$ cat config.mk
export PLATFORM = sky130hd
export DESIGN_NAME = m_ifetch_buf_flat
export DESIGN_NICKNAME = d
export VERILOG_FILES = /design/src/rtl/m_ifetch_buf_pkg.sv /design/src/rtl/m_ifetch_buf_if.sv /design/src/rtl/m_ifetch_fifo.sv /design/src/rtl/m_ifetch_buf.sv /design/src/flat_wrapper.sv
export SDC_FILE = /design/constraint.sdc
export NUM_CORES = 1
export LEC_CHECK = 0
export CAP_MARGIN = 30
export CORE_MARGIN = 2
export CORE_UTILIZATION = 38
export DETAILED_ROUTE_END_ITERATION = 6
export SYNTH_ARGS = -nofsm -noshare
export SYNTH_HDL_FRONTEND = slang
export SYNTH_SLANG_ARGS = --single-unit
$ cat constraint.sdc
create_clock -name clk -period 6.7 [get_ports clk]
set_input_delay 1.005 -clock clk [delete_from_list [all_inputs] [get_ports clk]]
set_output_delay 1.005 -clock clk [all_outputs]
set_load 0.005 [all_outputs]
$ cat src/rtl/m_ifetch_buf_pkg.sv
// Shared definitions for the instruction prefetch buffer.
//   NOP_INSTR  : word presented on instr while the queue is empty
//   DEPTH_MIN/DEPTH_MAX : supported queue depth range (power of two)
//   ENTRY_W    : queue entry width, {instr[31:0], pc[31:2]}
//   fetch_state_t : fetch FSM encoding
//   word_to_pc : word address -> byte PC
package m_ifetch_buf_pkg;

  localparam logic [31:0] NOP_INSTR = 32'h0000_0013;
  localparam int unsigned DEPTH_MIN = 2;
  localparam int unsigned DEPTH_MAX = 8;
  localparam int unsigned ENTRY_W   = 62;

  typedef enum logic [0:0] {
    ST_IDLE = 1'b0,
    ST_REQ  = 1'b1
  } fetch_state_t;

  function automatic logic [31:0] word_to_pc(input logic [29:0] adr);
    return {adr, 2'b00};
  endfunction

endpackage

$ cat src/rtl/m_ifetch_buf_if.sv
// Prefetch buffer bus bundle.
//   Wishbone-classic read port: i_adr_o, i_stb_o (buffer -> slave), i_ack_i, i_dat_i (slave -> buffer)
//   Instruction port: instr, instr_pc, instr_valid (buffer -> consumer), instr_take (consumer -> buffer)
// master: the prefetch buffer's view; slave: the bus slave / instruction consumer view.
interface m_ifetch_buf_if;

  logic [29:0] i_adr_o;
  logic        i_stb_o;
  logic        i_ack_i;
  logic [31:0] i_dat_i;
  logic [31:0] instr;
  logic [31:0] instr_pc;
  logic        instr_valid;
  logic        instr_take;

  modport master (
    output i_adr_o, i_stb_o, instr, instr_pc, instr_valid,
    input  i_ack_i, i_dat_i, instr_take
  );

  modport slave (
    input  i_adr_o, i_stb_o, instr, instr_pc, instr_valid,
    output i_ack_i, i_dat_i, instr_take
  );

endinterface

$ cat src/rtl/m_ifetch_fifo.sv
// Synchronous FIFO holding fetched words with their word addresses.
//   clk, rstn : clock, asynchronous active-low reset
//   flush     : empty the queue (wins over push/pop)
//   push      : write wr_data at the tail
//   pop       : advance the head
//   wr_data   : {instr, pc[31:2]}
//   rd_data   : head entry straight from storage (stale when count==0)
//   count     : current occupancy, 0..DEPTH
// The caller guarantees no push when full unless popping in the same cycle.
module m_ifetch_fifo
  import m_ifetch_buf_pkg::*;
#(
  parameter int unsigned DEPTH = 2
) (
  input  logic                       clk,
  input  logic                       rstn,
  input  logic                       flush,
  input  logic                       push,
  input  logic                       pop,
  input  logic [ENTRY_W-1:0]         wr_data,
  output logic [ENTRY_W-1:0]         rd_data,
  output logic [$clog2(DEPTH):0]     count
);

  localparam int unsigned AW = $clog2(DEPTH);
  localparam int unsigned CW = AW + 1;

  logic [ENTRY_W-1:0] mem [DEPTH];
  logic [AW-1:0]      wr_ptr;
  logic [AW-1:0]      rd_ptr;

  // Storage has no reset; the top masks the head while the queue is empty.
  always_ff @(posedge clk) begin
    if (push && !flush) begin
      mem[wr_ptr] <= wr_data;
    end
  end

  always_ff @(posedge clk or negedge rstn) begin
    if (!rstn) begin
      wr_ptr <= '0;
      rd_ptr <= '0;
      count  <= '0;
    end else if (flush) begin
      wr_ptr <= '0;
      rd_ptr <= '0;
      count  <= '0;
    end else begin
      if (push) wr_ptr <= wr_ptr + AW'(1);
      if (pop)  rd_ptr <= rd_ptr + AW'(1);
      count <= count + CW'(push) - CW'(pop);
    end
  end

  assign rd_data = mem[rd_ptr];

endmodule

$ cat src/rtl/m_ifetch_buf.sv
// Instruction prefetch buffer.
// Fetches 32-bit words over a Wishbone-classic read port, queues them with their PCs and
// presents the queue head with a valid/take handshake. A redirect flushes the queue and
// restarts fetch at a new PC; an access already on the bus is completed and its data dropped.
//   clk, rstn    : clock, asynchronous active-low reset
//   corerunning  : 0 stops new fetches; an access in flight still completes and is queued
//   redirect     : one-cycle flush/restart pulse, redirect_pc gives the new byte PC
//   bus          : read port and instruction port (see m_ifetch_buf_if)
//
// state   | meaning
// --------+---------------------------------------------------------------
// ST_IDLE | no access on the bus
// ST_REQ  | i_stb_o high, i_adr_o held until i_ack_i
module m_ifetch_buf
  import m_ifetch_buf_pkg::*;
#(
  parameter int unsigned DEPTH    = 2,
  parameter logic [31:0] RESET_PC = 32'h0000_0000
) (
  input  logic           clk,
  input  logic           rstn,
  input  logic           corerunning,
  input  logic           redirect,
  input  logic [31:0]    redirect_pc,
  m_ifetch_buf_if.master bus
);

  localparam int unsigned CW = $clog2(DEPTH) + 1;

  fetch_state_t       state_q, state_d;
  logic [29:0]        adr_q, adr_d;
  logic [29:0]        redir_q, redir_d;
  logic               discard_q, discard_d;
  logic [CW-1:0]      count;
  logic [CW-1:0]      cnt_after;
  logic [ENTRY_W-1:0] head;
  logic               stb, ack_acc, empty, push, pop, room;
  logic               unused_pc_lsbs;

  assign unused_pc_lsbs = ^redirect_pc[1:0];

  assign stb     = (state_q == ST_REQ);
  assign ack_acc = stb & bus.i_ack_i;
  assign empty   = (count == '0);
  assign pop     = bus.instr_take & ~empty & ~redirect;
  assign push    = ack_acc & ~discard_q & ~redirect;

  // Occupancy after this cycle's push/pop/flush; a new request needs a slot beyond it.
  assign cnt_after = redirect ? '0 : (count - CW'(pop) + CW'(push));
  assign room      = (cnt_after < CW'(DEPTH));

  always_ff @(posedge clk or negedge rstn) begin
    if (!rstn) state_q <= ST_IDLE;
    else       state_q <= state_d;
  end

  always_comb begin
    state_d = state_q;
    unique case (state_q)
      ST_IDLE: if (corerunning && room) state_d = ST_REQ;
      ST_REQ:  if (ack_acc) state_d = (corerunning && room) ? ST_REQ : ST_IDLE;
      default: state_d = ST_IDLE;
    endcase
  end

  // Address, pending-redirect target and discard flag.
  // A redirect during an unacked access parks the target in redir_q; the access keeps
  // its address and its ack only swaps the target in.
  always_comb begin
    adr_d     = adr_q;
    redir_d   = redir_q;
    discard_d = discard_q;
    if (ack_acc) begin
      adr_d     = discard_q ? redir_q : (adr_q + 30'd1);
      discard_d = 1'b0;
    end
    if (redirect) begin
      if (stb && !bus.i_ack_i) begin
        discard_d = 1'b1;
        redir_d   = redirect_pc[31:2];
      end else begin
        adr_d = redirect_pc[31:2];
      end
    end
  end

  always_ff @(posedge clk or negedge rstn) begin
    if (!rstn) begin
      adr_q     <= RESET_PC[31:2];
      redir_q   <= RESET_PC[31:2];
      discard_q <= 1'b0;
    end else begin
      adr_q     <= adr_d;
      redir_q   <= redir_d;
      discard_q <= discard_d;
    end
  end

  m_ifetch_fifo #(.DEPTH(DEPTH)) u_fifo (
    .clk     (clk),
    .rstn    (rstn),
    .flush   (redirect),
    .push    (push),
    .pop     (pop),
    .wr_data ({bus.i_dat_i, adr_q}),
    .rd_data (head),
    .count   (count)
  );

  assign bus.i_stb_o     = stb;
  assign bus.i_adr_o     = adr_q;
  assign bus.instr_valid = ~empty;
  assign bus.instr       = empty ? NOP_INSTR : head[61:30];
  // While empty, instr_pc shows the next fetch PC (RESET_PC after reset).
  assign bus.instr_pc    = empty ? word_to_pc(adr_q) : word_to_pc(head[29:0]);

endmodule

$ cat src/flat_wrapper.sv
// flat-port wrapper written by rule: the top's interface ports become plain ports
module m_ifetch_buf_flat import m_ifetch_buf_pkg::*;
#(
  parameter int unsigned DEPTH    = 2,
  parameter logic [31:0] RESET_PC = 32'h0000_0000
)
  (clk, rstn, corerunning, redirect, redirect_pc, bus_i_adr_o, bus_i_stb_o, bus_instr, bus_instr_pc, bus_instr_valid, bus_i_ack_i, bus_i_dat_i, bus_instr_take);
  m_ifetch_buf_if bus_i ();
  input  logic clk;
  input  logic rstn;
  input  logic corerunning;
  input  logic redirect;
  input  logic [31:0] redirect_pc;
  output wire logic [$bits(bus_i.i_adr_o)-1:0] bus_i_adr_o;
  output wire logic [$bits(bus_i.i_stb_o)-1:0] bus_i_stb_o;
  output wire logic [$bits(bus_i.instr)-1:0] bus_instr;
  output wire logic [$bits(bus_i.instr_pc)-1:0] bus_instr_pc;
  output wire logic [$bits(bus_i.instr_valid)-1:0] bus_instr_valid;
  input wire logic [$bits(bus_i.i_ack_i)-1:0] bus_i_ack_i;
  input wire logic [$bits(bus_i.i_dat_i)-1:0] bus_i_dat_i;
  input wire logic [$bits(bus_i.instr_take)-1:0] bus_instr_take;
  assign bus_i_adr_o = bus_i.i_adr_o;
  assign bus_i_stb_o = bus_i.i_stb_o;
  assign bus_instr = bus_i.instr;
  assign bus_instr_pc = bus_i.instr_pc;
  assign bus_instr_valid = bus_i.instr_valid;
  assign bus_i.i_ack_i = bus_i_ack_i;
  assign bus_i.i_dat_i = bus_i_dat_i;
  assign bus_i.instr_take = bus_instr_take;
  m_ifetch_buf #(.DEPTH(DEPTH), .RESET_PC(RESET_PC)) u_core (.clk(clk), .rstn(rstn), .corerunning(corerunning), .redirect(redirect), .redirect_pc(redirect_pc), .bus(bus_i));
endmodule
# --- Word-level counts from Yosys, hierarchy flattened ---
# Memory sizes are Yosys's and may differ from the RTL's.
# Cells that the tools add are included.
totals:
  regBits: 66
  ramBits: 124
  inputBits: 70
  out_inout_bits: 96
  wordCells: 54
  memories: 1
memory_table:
  columns: ["name", "depth", "width", "read_ports", "rd_ports_with_merged_regs", "wr", "line", "text"]
  rows:
  - ["u_core.u_fifo.mem", 2, 62, 1, 0, 1, "m_ifetch_fifo.sv:28", "logic [ENTRY_W-1:0] mem [DEPTH];"]
classes:
  add_sub_neg: 7
  order_cmp: 1
  muxes: 20
  bitwise_logic: 9
  n_reduce_logical: 9
ops:
  columns: ["operator", "n"]
  rows:
  - ["$mux 30", 4]
  - ["$mux 32", 2]
  - ["$add 30x1->30 const B", 1]
  - ["$mux 1", 11]
  - ["$and 1x1->1", 5]
  - ["$add 2x1->2", 2]
  - ["$mux 2", 2]
  - ["$not 1->1", 4]
  - ["$reduce_bool 2->1", 2]
  - ["$sub 2x1->2", 2]
  - ["$logic_and 1x1->1", 3]
  - ["$add 1x1->1 const B", 2]
  - ["$logic_not 1->1", 2]
  - ["$logic_not 2->1", 1]
  - ["$lt 2x2->1 const B", 1]
  - ["$pmux 1 s2", 1]
  - ["$reduce_and 2->1", 1]

# --- Logic depth before layout (Yosys ltp) ---
logic_depth:
  ltp_word: 12
  ltp_mapped: 12
  ltp_nobuf: 11

# --- By module ---
# From an unflattened synthesis, not the netlist that was laid out.
unflattened:
  cells_unflattened: 683
  hier_area_um2: 9315.2
modules_own_cells:
  columns: ["module", "instances", "cells_per_inst", "area_per_inst_um2", "seq_area_each_um2"]
  rows:
  - ["m_ifetch_fifo", 1, 210, 4977.3, 3823.7]
  - ["m_ifetch_buf", 1, 473, 4337.9, 1551.5]

# --- Least setup slack after synthesis ---
# Ideal clock, no wire load.
synth_timing:
  path_type: "input port to flip-flop"
  from: "in bus_i_ack_i"
  to: "mem u_core.u_fifo.mem[0][0], enable pin"
  setup_ns: 0.482
  t_arrival_ns: 4.551
  required_ns: 6.218
  path_slack_ns: 1.667
  path_stages: 6
  path_buffers: 3
  cell_sequence: "clkbuf_1 > and2_1 > buf_2 > clkbuf_1 > nand2_1 > nor2_1"
synth_between:
  elab_chain_len: 6
synth_lines:
  columns: ["element", "line", "text"]
  rows:
  - ["start, declared", "flat_wrapper.sv:19", "input wire logic [$bits(bus_i.i_ack_i)-1:0] bus_i_ack_i;"]
  - ["$and 1x1->1", "m_ifetch_buf.sv:43", "assign ack_acc = stb & bus.i_ack_i;"]
  - ["$and 1x1->1 (2 in a row)", "m_ifetch_buf.sv:46", "assign push = ack_acc & ~discard_q & ~redirect;"]
  - ["$logic_and 1x1->1", "m_ifetch_fifo.sv:34", "if (push && !flush) begin"]
  - ["$mux 1", "m_ifetch_fifo.sv:34", null]
  - ["$mux 1 (implied by the code)", "m_ifetch_fifo.sv:35", "mem[wr_ptr] <= wr_data;"]
  - ["end, declared", "m_ifetch_fifo.sv:28", null]
# Every way passes these cells.

# --- Worst setup path after layout ---
layout_timing:
  from: "in bus_i_ack_i"
  to: "mem u_core.u_fifo.mem[1][12], enable pin"
# The elaborated chain is that of the path after synthesis.

==> results_dict.tcl <==
set metrics [dict create \
    worst-path-max-fanout 43 \
    multi_input_area_um2 3200 \
    place.gp.congestion 0.807 \
    rrSetupSlack_ns 3.11 \
    timing.setup.tns_ns 0 \
    rsz0062_at_grt "no" \
    worstPathRequired_ns 6.76 \
    grt.busiest_layer "met2" \
    ys.flop_type "edfxtp_1" \
    cp-end-kind "register" \
    synth-edff-count 124 \
    drt_wl_total_um 22200 \
    clkTransAtPathRegs_ns 0.07 \
    synth.mux.area_fraction 0.119 \
    reg2reg_to "u_core.u_fifo.mem[1][12]$_DFFE_PP_" \
    syn_inst 728 \
    clkSinkCount 190 \
    holdPathEnd "u_core.redir_q[14]$_DFFE_PN0P_" \
    diodes 0 \
    place_hpwl_um 14600 \
    worst_pin_slew_ns 0.962 \
    clk_latency_ns 0.43 \
    clk_path_buf_depth 2 \
    seq_area_um2 5380 \
    first_pass_iters 6 \
    final_max_slew_viol_count 0 \
    ys_ff_latch 190 \
    slew_headroom 0.353 \
    syn_area_per_cell_um2 12.1 \
    routedWlPerCell_um 19.0 \
    cts_tree "yes" \
    antenna_left 0 \
    grt_pass1_wl_um 34200 \
    vias 6237 \
    fin_nets 940 \
    ios 166 \
    critPathArrivalTime_ns 4.33 \
    async_flop_share 0.347 \
    num_rows 55 \
    grt_use_met2 0.284 \
    reg2regPathDepth 4 \
    synth_compound_area_frac 0.105 \
    cts_inserted_buffers 17 \
    critPathKind "in2reg" \
    rr_startpoint "u_core.bus.i_stb_o$_DFF_PN0_" \
    synthSimpleGateAreaFrac 0.127 \
    die_w_um 156 \
    vdd_drop_max_mv 0.179 \
    drc_errors 0 \
    gr-usage-met3 0.0357 \
    hold_path.class "reg2reg" \
    ys_types 66 \
    vias_per_cell 5.35 \
    whs_ns 0.495 \
    maxCapViolations 0 \
    ys_seq_area_frac 0.609 \
    htreeDepth 4 \
    yosysWarnings 0 \
    drive_gt1_frac 0.103 \
    grt_usage 0.183 \
    met1_usage 0.266 \
    core_um2 22700 \
    synth.cell_area_um2 8830 \
    holdPathStages 2 \
    postCtsSetupBuffers 0 \
    synth_top_family_by_area "simple AND/OR/NAND/NOR gates" \
    dp_cells 1132 \
    fin_crit_sh 0.637 \
    die-area_um2 24500 \
    overflow 0 \
    synth_xor_area_frac 0.00397 \
    start_util 0.389 \
    max_freq_ghz 0.234 \
    root_buffer "clkbuf_16" \
    synthAdderAreaFrac 0.00425 \
    setup_viol 0 \
    first_iter_violations 418 \
    portBuffers 161 \
    grt_pass1_vias 5913 \
    cellPowerDensity_nw_per_um2 314 \
    finClkSkew_ns 0.0135 \
    cts.repair.resized 0 \
    final_cell_count_no_fill 1165 \
    critPathLaunchType "input port" \
    syn_to_final_growth_pct 27.9 \
    grt_max_degree 67 \
    cts-hold-fix-buffers 0 \
    min-delay-start "u_core.redir_q[14]$_DFFE_PN0P_" \
    fillers 2051 \
    layout_min_cycle_time_ns 4.27 \
    die_y_um 156 \
    p_leak_nw 4.01 \
    grt_antenna_before_repair 0 \
    hold_violations 0 \
    status "finished, final reports clean" \
]
[cell type report]
type,instances,area share
clock buffers,17,0.0377
inverters,14,0.00466
flip-flops and latches,190,0.477
clock inverters,15,0.0117
multi-input cells,470,0.283
repair buffers,174,0.155
well taps,285,0.0316
[stage by stage]
stage	total power, mW	worst slack (ns)	cell area (um^2)	util
after floorplan	2.05	1.67	8830	-
after global placement	2.59	2.00	10700	0.470
after detailed placement	2.62	2.01	10700	0.472
after CTS	3.58	2.47	11300	0.497
after global routing	3.74	2.24	11300	0.497
final	3.54	2.43	11300	0.497
[worst max-delay path, cell delays in order]
cell             delay, ns
clkdlybuf4s50_1       0.79
nand2b_1              0.56
a21oi_1               0.69
and3_2                0.63
buf_4                 0.59
[Yosys cell counts (7+ instances only)]
| cell | count | area [um^2] |
|---|---|---|
| mux2_2 | 29 | 327 |
| a211oi_1 | 8 | 60.1 |
| nand3_1 | 17 | 85.1 |
| a31oi_1 | 10 | 62.6 |
| nand4_1 | 10 | 62.6 |
| dfrtp_1 | 66 | 1650 |
| mux2i_1 | 72 | 721 |
| and3_1 | 15 | 93.8 |
| nand2_1 | 69 | 259 |
| a21oi_1 | 18 | 90.1 |
| inv_1 | 13 | 48.8 |
| nor3_1 | 12 | 60.1 |
| edfxtp_1 | 124 | 3720 |
| nor2_1 | 53 | 199 |
| o211ai_1 | 7 | 52.6 |
| clkbuf_1 | 39 | 146 |
| o21ai_0 | 48 | 240 |
| nor4_1 | 8 | 50.1 |
| a311oi_1 | 11 | 96.3 |
[worst max-delay path by stage]
stage | start | to | slack (ns) | cells after the start
floorplan | bus_i_ack_i | u_core.u_fifo.mem[0][0]$_DFFE_PP_ | 1.67 | 6
global placement | bus_i_ack_i | u_core.u_fifo.mem[1][54]$_DFFE_PP_ | 2.00 | 5
detailed placement | bus_i_ack_i | u_core.u_fifo.mem[1][54]$_DFFE_PP_ | 2.01 | 5
CTS | bus_i_ack_i | u_core.u_fifo.mem[1][12]$_DFFE_PP_ | 2.47 | 5
global route | bus_i_ack_i | u_core.u_fifo.mem[0][11]$_DFFE_PP_ | 2.24 | 6
finish | bus_i_ack_i | u_core.u_fifo.mem[1][12]$_DFFE_PP_ | 2.43 | 5
[state kept, by name, summed over array words and instances (netlist names)]
register,cells
u_core.bus.i_stb_o,1
u_core.u_fifo.count,2
u_core.u_fifo.rd_ptr,1
u_core.redir_q,30
u_core.u_fifo.wr_ptr,1
u_core.u_fifo.mem,124
u_core.discard_q,1
u_core.bus.i_adr_o,30
[power by group]
group          switching, mW  internal, mW
clock                  0.471         0.488
sequential             0.199          1.41
combinational          0.433         0.541
[cell families after synthesis]
family / after synthesis
buffers and inverters: 69
XOR/XNOR: 4
AND/OR/NAND/NOR: 222
multiplexers: 101
AO/OA/AOI/OAI: 138
other: 1
adder cells (fa/ha/maj): 3
flip-flops: 190
[layer usage]
metal | share of wire | routed length (um) | up-vias
met4 | 0.0079 | 176 | 0
li1 | - | - | 3019
met1 | 0.48 | 10600 | 2990
met5 | 0 | 0 | -
met3 | 0.054 | 1190 | 11
met2 | 0.46 | 10200 | 217
[placed cells by master (no fill, tap or decap), drive strengths merged, types with 4 or more instances in the layout]
master         Yosys  final
a21oi             18     18
edfxtp           124    124
nor4               8      8
o21ai             48     48
nor3              12     12
nor2              53     53
a211oi             8      8
nand3             19     19
nand4b             6      6
clkinv             1      6
or4                4      4
mux2i             72     72
and4               4      4
and3              15     15
clkdlybuf4s50      0    160
a31oi             10     10
nand4             11     11
clkinvlp           0      4
o311a              5      5
a311oi            11     11
buf               15     14
inv               13     19
and2               4      4
nand2             69     69
o211ai             7      7
dfrtp             66     66
mux2              29     29
clkbuf            40     17
(Power assumes the default switching activity.)
